$ cat src/rtl/raster_pkg.sv
// Shared rasterizer types: frame-buffer geometry, the pixel record and the writer FSM states.
package raster_pkg;

    localparam int FB_WIDTH  = 640;
    localparam int FB_HEIGHT = 480;
    localparam int FB_ADDR_W = 26;
    localparam int COLOR_W   = 24;

    typedef struct packed {
        logic [25:0] addr;
        logic [23:0] color;
    } pixel_t;

    typedef enum logic [1:0] {
        PW_IDLE,
        PW_RUN,
        PW_FLUSH,
        PW_DONE
    } pw_state_t;

endpackage

$ cat src/rtl/pixel_fifo.sv
// Synchronous pixel FIFO; full/empty come from the registered count only.
module pixel_fifo
    import raster_pkg::*;
#(
    parameter int  DEPTH = 8,
    localparam int PTR_W = $clog2(DEPTH),
    localparam int CNT_W = PTR_W + 1
) (
    input  logic             clock,
    input  logic             reset,
    input  logic             push,
    input  pixel_t           din,
    input  logic             pop,
    output pixel_t           dout,
    output logic [CNT_W-1:0] count,
    output logic             full,
    output logic             empty
);

    pixel_t           mem_q [DEPTH];
    logic [PTR_W-1:0] wr_ptr_q, wr_ptr_d;
    logic [PTR_W-1:0] rd_ptr_q, rd_ptr_d;
    logic [CNT_W-1:0] count_q, count_d;
    logic             push_ok;
    logic             pop_ok;

    assign full    = (count_q == CNT_W'(DEPTH));
    assign empty   = (count_q == '0);
    assign push_ok = push && !full;
    assign pop_ok  = pop && !empty;
    assign count   = count_q;
    assign dout    = mem_q[rd_ptr_q];

    always_comb begin
        wr_ptr_d = wr_ptr_q;
        rd_ptr_d = rd_ptr_q;
        count_d  = count_q;
        if (push_ok) wr_ptr_d = wr_ptr_q + 1'b1;
        if (pop_ok)  rd_ptr_d = rd_ptr_q + 1'b1;
        case ({push_ok, pop_ok})
            2'b10:   count_d = count_q + 1'b1;
            2'b01:   count_d = count_q - 1'b1;
            default: count_d = count_q;
        endcase
    end

    always_ff @(posedge clock) begin
        if (!reset) begin
            wr_ptr_q <= '0;
            rd_ptr_q <= '0;
            count_q  <= '0;
        end else begin
            wr_ptr_q <= wr_ptr_d;
            rd_ptr_q <= rd_ptr_d;
            count_q  <= count_d;
        end
    end

    // Storage needs no reset: nothing is read before the count says it was written.
    always_ff @(posedge clock) begin
        if (push_ok) mem_q[wr_ptr_q] <= din;
    end

endmodule

$ cat src/rtl/fb_pixel_writer.sv
// Rasterizer pixel sink: buffers pixels, writes them to the frame buffer over an Avalon write
// master, back-pressures the source, and forwards end-of-triangle once all its pixels are written.
module fb_pixel_writer
    import raster_pkg::*;
#(
    parameter int ADDR_W       = FB_ADDR_W,
    parameter int COLOR_W      = raster_pkg::COLOR_W,
    parameter int FIFO_DEPTH   = 8,
    parameter int STALL_MARGIN = 2
) (
    input  logic               clock,
    input  logic               reset,
    input  logic [ADDR_W-1:0]  pix_addr,
    input  logic [COLOR_W-1:0] pix_color,
    input  logic               pix_valid,
    input  logic               done_in,
    output logic               stall_out,
    output logic [ADDR_W-1:0]  mem_address,
    output logic [31:0]        mem_writedata,
    output logic [3:0]         mem_byteenable,
    output logic               mem_write,
    input  logic               mem_waitrequest,
    output logic               done_out,
    output logic               overflow,
    output pw_state_t          dbg_state
);

    localparam int               CNT_W    = $clog2(FIFO_DEPTH) + 1;
    localparam logic [CNT_W-1:0] STALL_AT = CNT_W'(FIFO_DEPTH - STALL_MARGIN);

    pw_state_t         state_q, state_d;
    logic              done_pend_q, done_pend_d;
    logic              stall_q, stall_d;
    logic              overflow_q, overflow_d;
    logic              mem_write_q, mem_write_d;
    logic [ADDR_W-1:0] addr_q, addr_d;
    logic [31:0]       wdata_q, wdata_d;

    pixel_t            fifo_din;
    pixel_t            fifo_dout;
    logic [CNT_W-1:0]  fifo_count;
    logic [CNT_W-1:0]  count_next;
    logic              fifo_full;
    logic              fifo_empty;
    logic              push_ok;
    logic              load;
    logic              drained;

    assign fifo_din = '{addr: pix_addr, color: pix_color};

    pixel_fifo #(.DEPTH(FIFO_DEPTH)) u_fifo (
        .clock (clock),
        .reset (reset),
        .push  (pix_valid),
        .din   (fifo_din),
        .pop   (load),
        .dout  (fifo_dout),
        .count (fifo_count),
        .full  (fifo_full),
        .empty (fifo_empty)
    );

    // Bus handshake: a word is offered while mem_write=1 and transfers on the rising edge where
    // mem_waitrequest=0; until then address and data hold. The output register refills from the
    // FIFO in that same transfer cycle, so back-to-back words go out one per clock.
    assign push_ok    = pix_valid && !fifo_full;
    assign load       = (!mem_write_q || !mem_waitrequest) && !fifo_empty;
    assign count_next = fifo_count + CNT_W'(push_ok) - CNT_W'(load);
    // A pixel arriving this cycle still belongs to the triangle being flushed.
    assign drained    = fifo_empty && !mem_write_q && !pix_valid;

    always_comb begin
        mem_write_d = mem_write_q;
        addr_d      = addr_q;
        wdata_d     = wdata_q;
        stall_d     = (count_next >= STALL_AT);
        overflow_d  = overflow_q || (pix_valid && fifo_full);
        if (load) begin
            mem_write_d = 1'b1;
            addr_d      = fifo_dout.addr;
            wdata_d     = {8'h00, fifo_dout.color};
        end else if (mem_write_q && !mem_waitrequest) begin
            mem_write_d = 1'b0;
        end
    end

    always_comb begin
        state_d     = state_q;
        done_pend_d = done_pend_q;
        case (state_q)
            PW_IDLE: begin
                if (done_in || done_pend_q) begin
                    state_d     = PW_FLUSH;
                    done_pend_d = done_in && done_pend_q;
                end else if (push_ok) begin
                    state_d = PW_RUN;
                end
            end
            PW_RUN: begin
                if (done_in) state_d = PW_FLUSH;
            end
            PW_FLUSH: begin
                if (done_in) done_pend_d = 1'b1;
                if (drained) state_d = PW_DONE;
            end
            PW_DONE: begin
                if (done_in) done_pend_d = 1'b1;
                state_d = PW_IDLE;
            end
            default: state_d = PW_IDLE;
        endcase
    end

    always_ff @(posedge clock) begin
        if (!reset) begin
            state_q     <= PW_IDLE;
            done_pend_q <= 1'b0;
            stall_q     <= 1'b0;
            overflow_q  <= 1'b0;
            mem_write_q <= 1'b0;
            addr_q      <= '0;
            wdata_q     <= '0;
        end else begin
            state_q     <= state_d;
            done_pend_q <= done_pend_d;
            stall_q     <= stall_d;
            overflow_q  <= overflow_d;
            mem_write_q <= mem_write_d;
            addr_q      <= addr_d;
            wdata_q     <= wdata_d;
        end
    end

    assign stall_out      = stall_q;
    assign overflow       = overflow_q;
    assign mem_write      = mem_write_q;
    assign mem_address    = addr_q;
    assign mem_writedata  = wdata_q;
    assign mem_byteenable = 4'b0111;
    assign done_out       = (state_q == PW_DONE);
    assign dbg_state      = state_q;

endmodule

$ cat config.mk
export PLATFORM = sky130hd
export DESIGN_NAME = fb_pixel_writer
export DESIGN_NICKNAME = d
export VERILOG_FILES = /design/src/rtl/raster_pkg.sv /design/src/rtl/pixel_fifo.sv /design/src/rtl/fb_pixel_writer.sv
export SDC_FILE = /design/constraint.sdc
export NUM_CORES = 1
export LEC_CHECK = 0
export BUFFER_PORTS_ARGS = -buffer_cell sky130_fd_sc_hd__buf_2
export CELL_PAD_IN_SITES_DETAIL_PLACEMENT = 0
export CELL_PAD_IN_SITES_GLOBAL_PLACEMENT = 1
export CORE_MARGIN = 8
export CORE_UTILIZATION = 55
export DETAILED_ROUTE_END_ITERATION = 7
export GPL_ROUTABILITY_DRIVEN = 0
export GPL_TIMING_DRIVEN = 0
export PLACE_DENSITY = 0.92
export RECOVER_POWER = 50
export SLEW_MARGIN = 20
export SYNTH_ARGS = -nofsm -noshare
export SYNTH_HDL_FRONTEND = slang
export SYNTH_SLANG_ARGS = --single-unit
$ cat constraint.sdc
create_clock -name clock -period 10.1 [get_ports clock]
set_input_delay 1.01 -clock clock [delete_from_list [all_inputs] [get_ports clock]]
set_output_delay 1.01 -clock clock [all_outputs]
set_load 0.03 [all_outputs]
* After elaboration in Yosys (flattened, before gate mapping) *
Memories as Yosys holds them, arrays and structs flattened. A register that Yosys moved wholly into a read port is not among the register bits.
Index checks and enable logic that the tools add are counted.

operators by class
  add/subtract/negate cells = 6
  order comparisons = 1
  eq/ne operators = 11
  multiplexer cells = 13
  reduce and logical (&&, ||, !) cells = 25

operator list
  operator                                                                             count
  1-bit logical AND                                                                    8
  2-bit two-way mux                                                                    4
  2-bit one-hot mux with 4 select lines                                                1
  4-bit one-hot mux with 2 select lines                                                1
  3-bit by 1-bit adder with 3-bit output, second input constant                        2
  2-bit equality test, second input constant                                           3
  1-bit zero test                                                                      6
  1-bit two-way mux                                                                    6
  2-bit != test, second input constant                                                 3
  3-bit AND reduction                                                                  2
  2-bit nonzero test                                                                   3
  4-bit by 1-bit adder with 4-bit output                                               1
  4-bit by 1-bit adder with 4-bit output, second input constant                        1
  2-bit by 1-bit equality test with 1-bit output, second input constant                2
  4-bit equality test, second input constant                                           1
  4-bit by 3-bit greater-or-equal comparator with 1-bit output, second input constant  1
  4-bit zero test                                                                      1
  4-bit by 1-bit subtractor with 4-bit output                                          1
  4-bit by 1-bit subtractor with 4-bit output, second input constant                   1
  1-bit logical OR                                                                     3
  3-bit != test, second input constant                                                 1
  2-bit zero test                                                                      1
  2-bit by 1-bit != test with 1-bit output, second input constant                      1
  1-bit one-hot mux with 2 select lines                                                1
  2-bit OR reduction                                                                   1

word-level totals
  bits in registers = 16
  RAM bits = 400
  input bits = 55
  output and inout port bits = 68
  logic and storage cells = 65
  memories kept = 1

memory list
  memory        words  width  rd ports  clocked after memory_dff  write ports  line              source
  u_fifo.mem_q  8      50     1         1                         1            pixel_fifo.sv:20  pixel_t mem_q [DEPTH];

* Logic depth before layout (Yosys ltp) *
  depth in word-level cells = 6
  gate-level depth with buffers = 14
  gate-level depth less buffers = 12

* Cells and area by module *
Synthesis repeated with hierarchy kept, for this count alone.

unflattened totals
  cell total of the unflattened synthesis = 939
  area total of the unflattened synthesis = 18124.9 sq um

modules (own cells, without submodules)
  module           times used  cells an instance  area each (sq um)  seq. area each (sq um)
  pixel_fifo       1           652                15650.0            12271.8
  fb_pixel_writer  1           287                2474.9             1121.1

* Worst setup path before layout *
Ideal clock, no wire load.

  path kind = input to register
  start = in pix_valid
  end = mem u_fifo.mem_q[0][0] (netlist name), enable pin
  setup time = 582 ps
  data arrival time = 5863 ps
  data required time = 9518 ps
  setup slack = 3655 ps
  cell stages on the path = 2
  buffers on the path = 0
  path through = nand2_2 > nor4_1

between the ends
  longest elaborated chain between the ends = 3

ends and longest elaborated chain
  element                                  line                   source
  from (decl)                              fb_pixel_writer.sv:15  input logic pix_valid,
  1-bit logical AND                        pixel_fifo.sv:29       assign push_ok = push && !full;
  1-bit two-way mux                        pixel_fifo.sv:61       if (push_ok) mem_q[wr_ptr_q] <= din;
  1-bit two-way mux (not written as such)  pixel_fifo.sv:61
  to (decl)                                pixel_fifo.sv:20

No other way between the ends.

* Worst setup path in the final report *
  start = reg u_fifo.count_q[2] (netlist: u_fifo.count[2])
  end = reg u_fifo.count_q[3] (netlist: u_fifo.count[3])

between the ends
  longest elaborated chain between the ends = 6
  elaborated cells on any way between the ends = 13
  classes of those cells = 2 x add/sub; 3 x eq/ne; 1 x mux; 7 x reduce/logical

ends and longest elaborated chain
  element                                                                                       line                   source
  from (decl)                                                                                   pixel_fifo.sv:23       logic [CNT_W-1:0] count_q, count_d;
  from (signal assigned)                                                                        pixel_fifo.sv:55       count_q <= count_d;
  4-bit zero test (*)                                                                           pixel_fifo.sv:28       assign empty = (count_q == '0);
  1-bit zero test (*)                                                                           fb_pixel_writer.sv:67  assign load = (!mem_write_q || !mem_waitrequest) && !fifo_empty;
  1-bit logical AND (*)                                                                         fb_pixel_writer.sv:67
  named net load                                                                                fb_pixel_writer.sv:46  logic load;
  1-bit logical AND (*)                                                                         pixel_fifo.sv:30       assign pop_ok = pop && !empty;
  2-bit by 1-bit equality test with 1-bit output / 2-bit equality test (equally long branches)  pixel_fifo.sv:40       case ({push_ok, pop_ok})
  4-bit one-hot mux with 2 select lines / 2-bit nonzero test (equally long branches)            --

Mark *: on every way through the listed nets, which the timed path passes. The rest lies on a longest branch.
A chain may end at the register's enable or synchronous reset.

==> metrics.md <==
| Metric | Value |
|---|---|
| Sequential share of the synthesized area | `0.754` |
| Synthesized instance count | `1003` |
| Post-synthesis average cell area | `about 18 sq um` |
| Critical path's slowest cell | `clkbuf_1` |
| Initial antenna violation count | `4` |
| WL final | `38900 um` |
| DR pass1 iterations | `5` |
| Die ar. | `0.0382 sq mm` |
| Switching Share | `0.327` |
| Slew Viols, Final | `0` |
| Final setup vio count | `0` |
| Slew @ Worst Pin | `1.01 ns` |
| Placement row count | `65` |
| Met2 Track Usage GR | `0.340` |
| Root Driver | `clkbuf_16` |
| Outcome | `completed` |
| Initial Util | `0.559` |
| Cell mode on critical path | `ha_1` |
| Vias/cell | `5.92` |
| First-pass GRT wire length | `just under 60000 um` |
| DR vias | `just under 10k` |
| Postcts setup bufs | `0` |
| Worst hold path type | `flop to flop` |
| Post-CTS Hold Buffers | `0` |
| Crit path arrival time | `4.12 ns` |
| Clock share of power | `0.287` |
| # clock sinks | `about 470` |
| Worst-Skew Late Latency | `0.54 ns` |
| ANT nets after route | `0` |
| Sink of the worst hold path | `overflow` |
| Top FF cell, synth | `edfxtp_1` |
| Gr busiest metal | `met2` |
| Buffers & Inverters on Critical Path | `4` |
| H-tree levels | `2` |
| Largest net degree at the start of global routing | `18` |
| RSZ-0062 raised after global routing | `false` |
| Levels on crit path | `13` |
| Hold slack | `0.460 ns` |
| Layout cells sized above 1 | `0.185` |
| Most common cell after layout, fill and taps aside | `edfxtp_1` |
| Reg power frac | `0.423` |
| Crit end category | `flop` |
| Avg WL per Cell | `23.5 um` |
| Maximum clock insertion buffer count | `3` |
| Share of the core filled with cells | `0.653` |
| Int Power | `3.83 mW` |
| Final worst slack | `6.45 ns` |
| Max_cap viols | `0` |
| Area growth, synth to finish | `16.8%` |
| Post-CTS resize count | `0` |
| Starting DRT DRC Count | `634` |
| # fillers | `about 2.1k` |
| Setup TNS | `0 ns` |
| Power per cell area | `275 mW/mm^2` |
| Die Y-Extent | `about 200 um` |
| Relative slew margins | `0.311` |
| Setup slack, reg-to-reg | `6.45 ns` |
| Worst R2R Start | `u_fifo.count[2]` |
| Clock transition at path regs | `roughly 0.060 ns` |
| Post-Syn Area | `0.0177 sq mm` |
| Total GRT Usage | `0.202` |
| Skew final | `0.0175 ns` |
| P_sw | `1.86 mW` |
| Nets | `1290` |
| Number of synthesized flops with an enable pin | `400` |
| Post-detail-place hpwl | `25900 um` |
| Cell count of the worst hold path | `1` |
| Delay-heaviest family, CP | `buffers and inverters` |
| Fin crit period | `3.65 ns` |
| WP data required | `about 11 ns` |
| Max Fclk | `between 0.2 and 0.3 GHz` |
| I/O Buffers | `109` |
| Critical Path Start Type | `flop` |
| Core ar. | `~0.032 sq mm` |
| Met1 Resource Use GR | `0.264` |
| Dpl ws | `6.41 ns` |
| DP Cell Count | `roughly 1.6k` |
| Delay of the slowest cell on the worst path | `0.54 ns` |
| Leakage | `about 7 nW` |
| Ports | `123` |
| DIE WIDTH | `195 um` |
| Reg2Reg Depth | `13` |
| RR Endpoint | `u_fifo.count[3]` |
| DR DRC count | `0` |
| Commonest cells after routing, fill and taps aside | `edfxtp_1, clkbuf_1, mux2i_1, a21oi_1, dfxtp_1` |
| Worst vdd rail ir drop | `0.195 mV` |
| Netlist cell types | `42` |
| Crit-path cells | `inv_1, ha_1, or3b_1, nand2_1, inv_2, clkbuf_1, buf_1, ha_1, ha_1, a21o_2, a21oi_1, mux2i_1, mux2i_1` |
| Critical path class | `flop to flop` |
| Period Utilization, post-route | `0.362` |
| TritonCTS clock tree | `yes` |
| Hold_sp | `overflow` |
| Ys async rst share | `0` |
| Post-route insts no fill | `1655` |
| Final Hold Violating Endpoints | `0` |
| Yosys Warn Count | `0` |
| Met3 Usage GRT | `0.0411` |
| GR Overflow Total | `0` |
| TritonCTS Buffers | `45` |
| Vias in the first global route | `10.2k` |
| Max Fanout on Critical Path | `11` |
| Gate power share | `0.290` |
| Yosys reg bits | `466` |
-- area by class of cell --
type,instances,area (sq um),area share
Timing Repair Buffer,156,980,0.0474
Clock buffer,61,1250,0.0604
Tap cell,402,503,0.0243
Antenna cell,1,2.50,0.000121
Multi-Input combinational cell,460,3990,0.193
Inverter,15,56.3,0.00272
Clock inverter,22,211,0.0102
Buffer,72,339,0.0164
Sequential cell,466,13300,0.645
-- synth_stat cells (all sizes together), types with 7 or more instances --
library cell  number  area share
mux2i            102       0.058
and2               7      0.0025
o22ai             50       0.018
a21oi            102       0.029
nor2              10      0.0021
nand2             12      0.0027
inv               15      0.0032
edfxtp           400        0.68
dfxtp             66       0.075
ha                17       0.012
o21ai             56       0.016
mux4              50       0.064
buf               37       0.012
clkbuf            35      0.0074
-- logic make-up (layout without fill, tap and decap cells) --
family / after synthesis / after routing / share of synthesized area
XOR/XNOR: 8 / 8 / 0.00396
other: 2 / 13 / 0.000425
AO/OA/AOI/OAI: 222 / 222 / 0.0696
multiplexers: 152 / 152 / 0.121
flip-flops: 466 / 466 / 0.754
adder cells (fa/ha/maj): 19 / 19 / 0.0143
buffers and inverters: 87 / 326 / 0.0228
AND/OR/NAND/NOR: 47 / 47 / 0.0139
-- worst max path at each step --
stage          slack [ns]             from            endpoint
6_report             6.45  u_fifo.count[2]     u_fifo.count[3]
4_1_cts              6.76  u_fifo.count[2]     u_fifo.count[3]
3_5_place_dp         6.41  mem_waitrequest     u_fifo.count[3]
3_3_place_gp        -0.68        pix_valid  u_fifo.mem_q[0][6]
5_1_grt              6.30  u_fifo.count[2]     u_fifo.count[3]
2_1_floorplan        3.66        pix_valid  u_fifo.mem_q[0][0]
-- flip-flops by register name, summed over array words and instances, names as in the netlist --
name	cells
mem_writedata	24
stall_out	1
mem_address	26
overflow	1
u_fifo.wr_ptr_q	3
done_pend_q	1
u_fifo.rd_ptr_q	3
dbg_state	2
mem_write	1
u_fifo.mem_q	400
u_fifo.count	4
-- power groups by stage --
stage          combinational, mW  clock, mW  sequential, mW
2_1_floorplan              0.940          0            2.66
3_3_place_gp                1.62          0            2.46
3_5_place_dp                1.68          0            2.44
4_1_cts                     1.69       1.65            2.40
5_1_grt                     1.79       1.74            2.42
6_report                    1.65       1.64            2.41
-- metrics by stage --
stage	power [mW]	cell area, sq um
floorplan	3.60	17700
global placement	4.07	18800
detailed placement	4.12	19400
CTS	5.75	20800
global route	5.95	20700
finish	5.69	20700
-- worst reg2reg max path: stages (launching register included) --
cell and delay (ns):
dfxtp_1 0.35, inv_1 0.10, ha_1 0.23, or3b_1 0.20
nand2_1 0.13, inv_2 0.12, clkbuf_1 0.54, buf_1 0.51
ha_1 0.33, ha_1 0.25, a21o_2 0.21, a21oi_1 0.17
mux2i_1 0.25, mux2i_1 0.19
-- routing by layer --
layer,wire length [um],vias up
met5,43,-
met4,707,6
met3,2810,57
met2,19800,381
met1,15600,4980
li1,-,4369
Note: power is estimated with default switching activity, not from simulation.
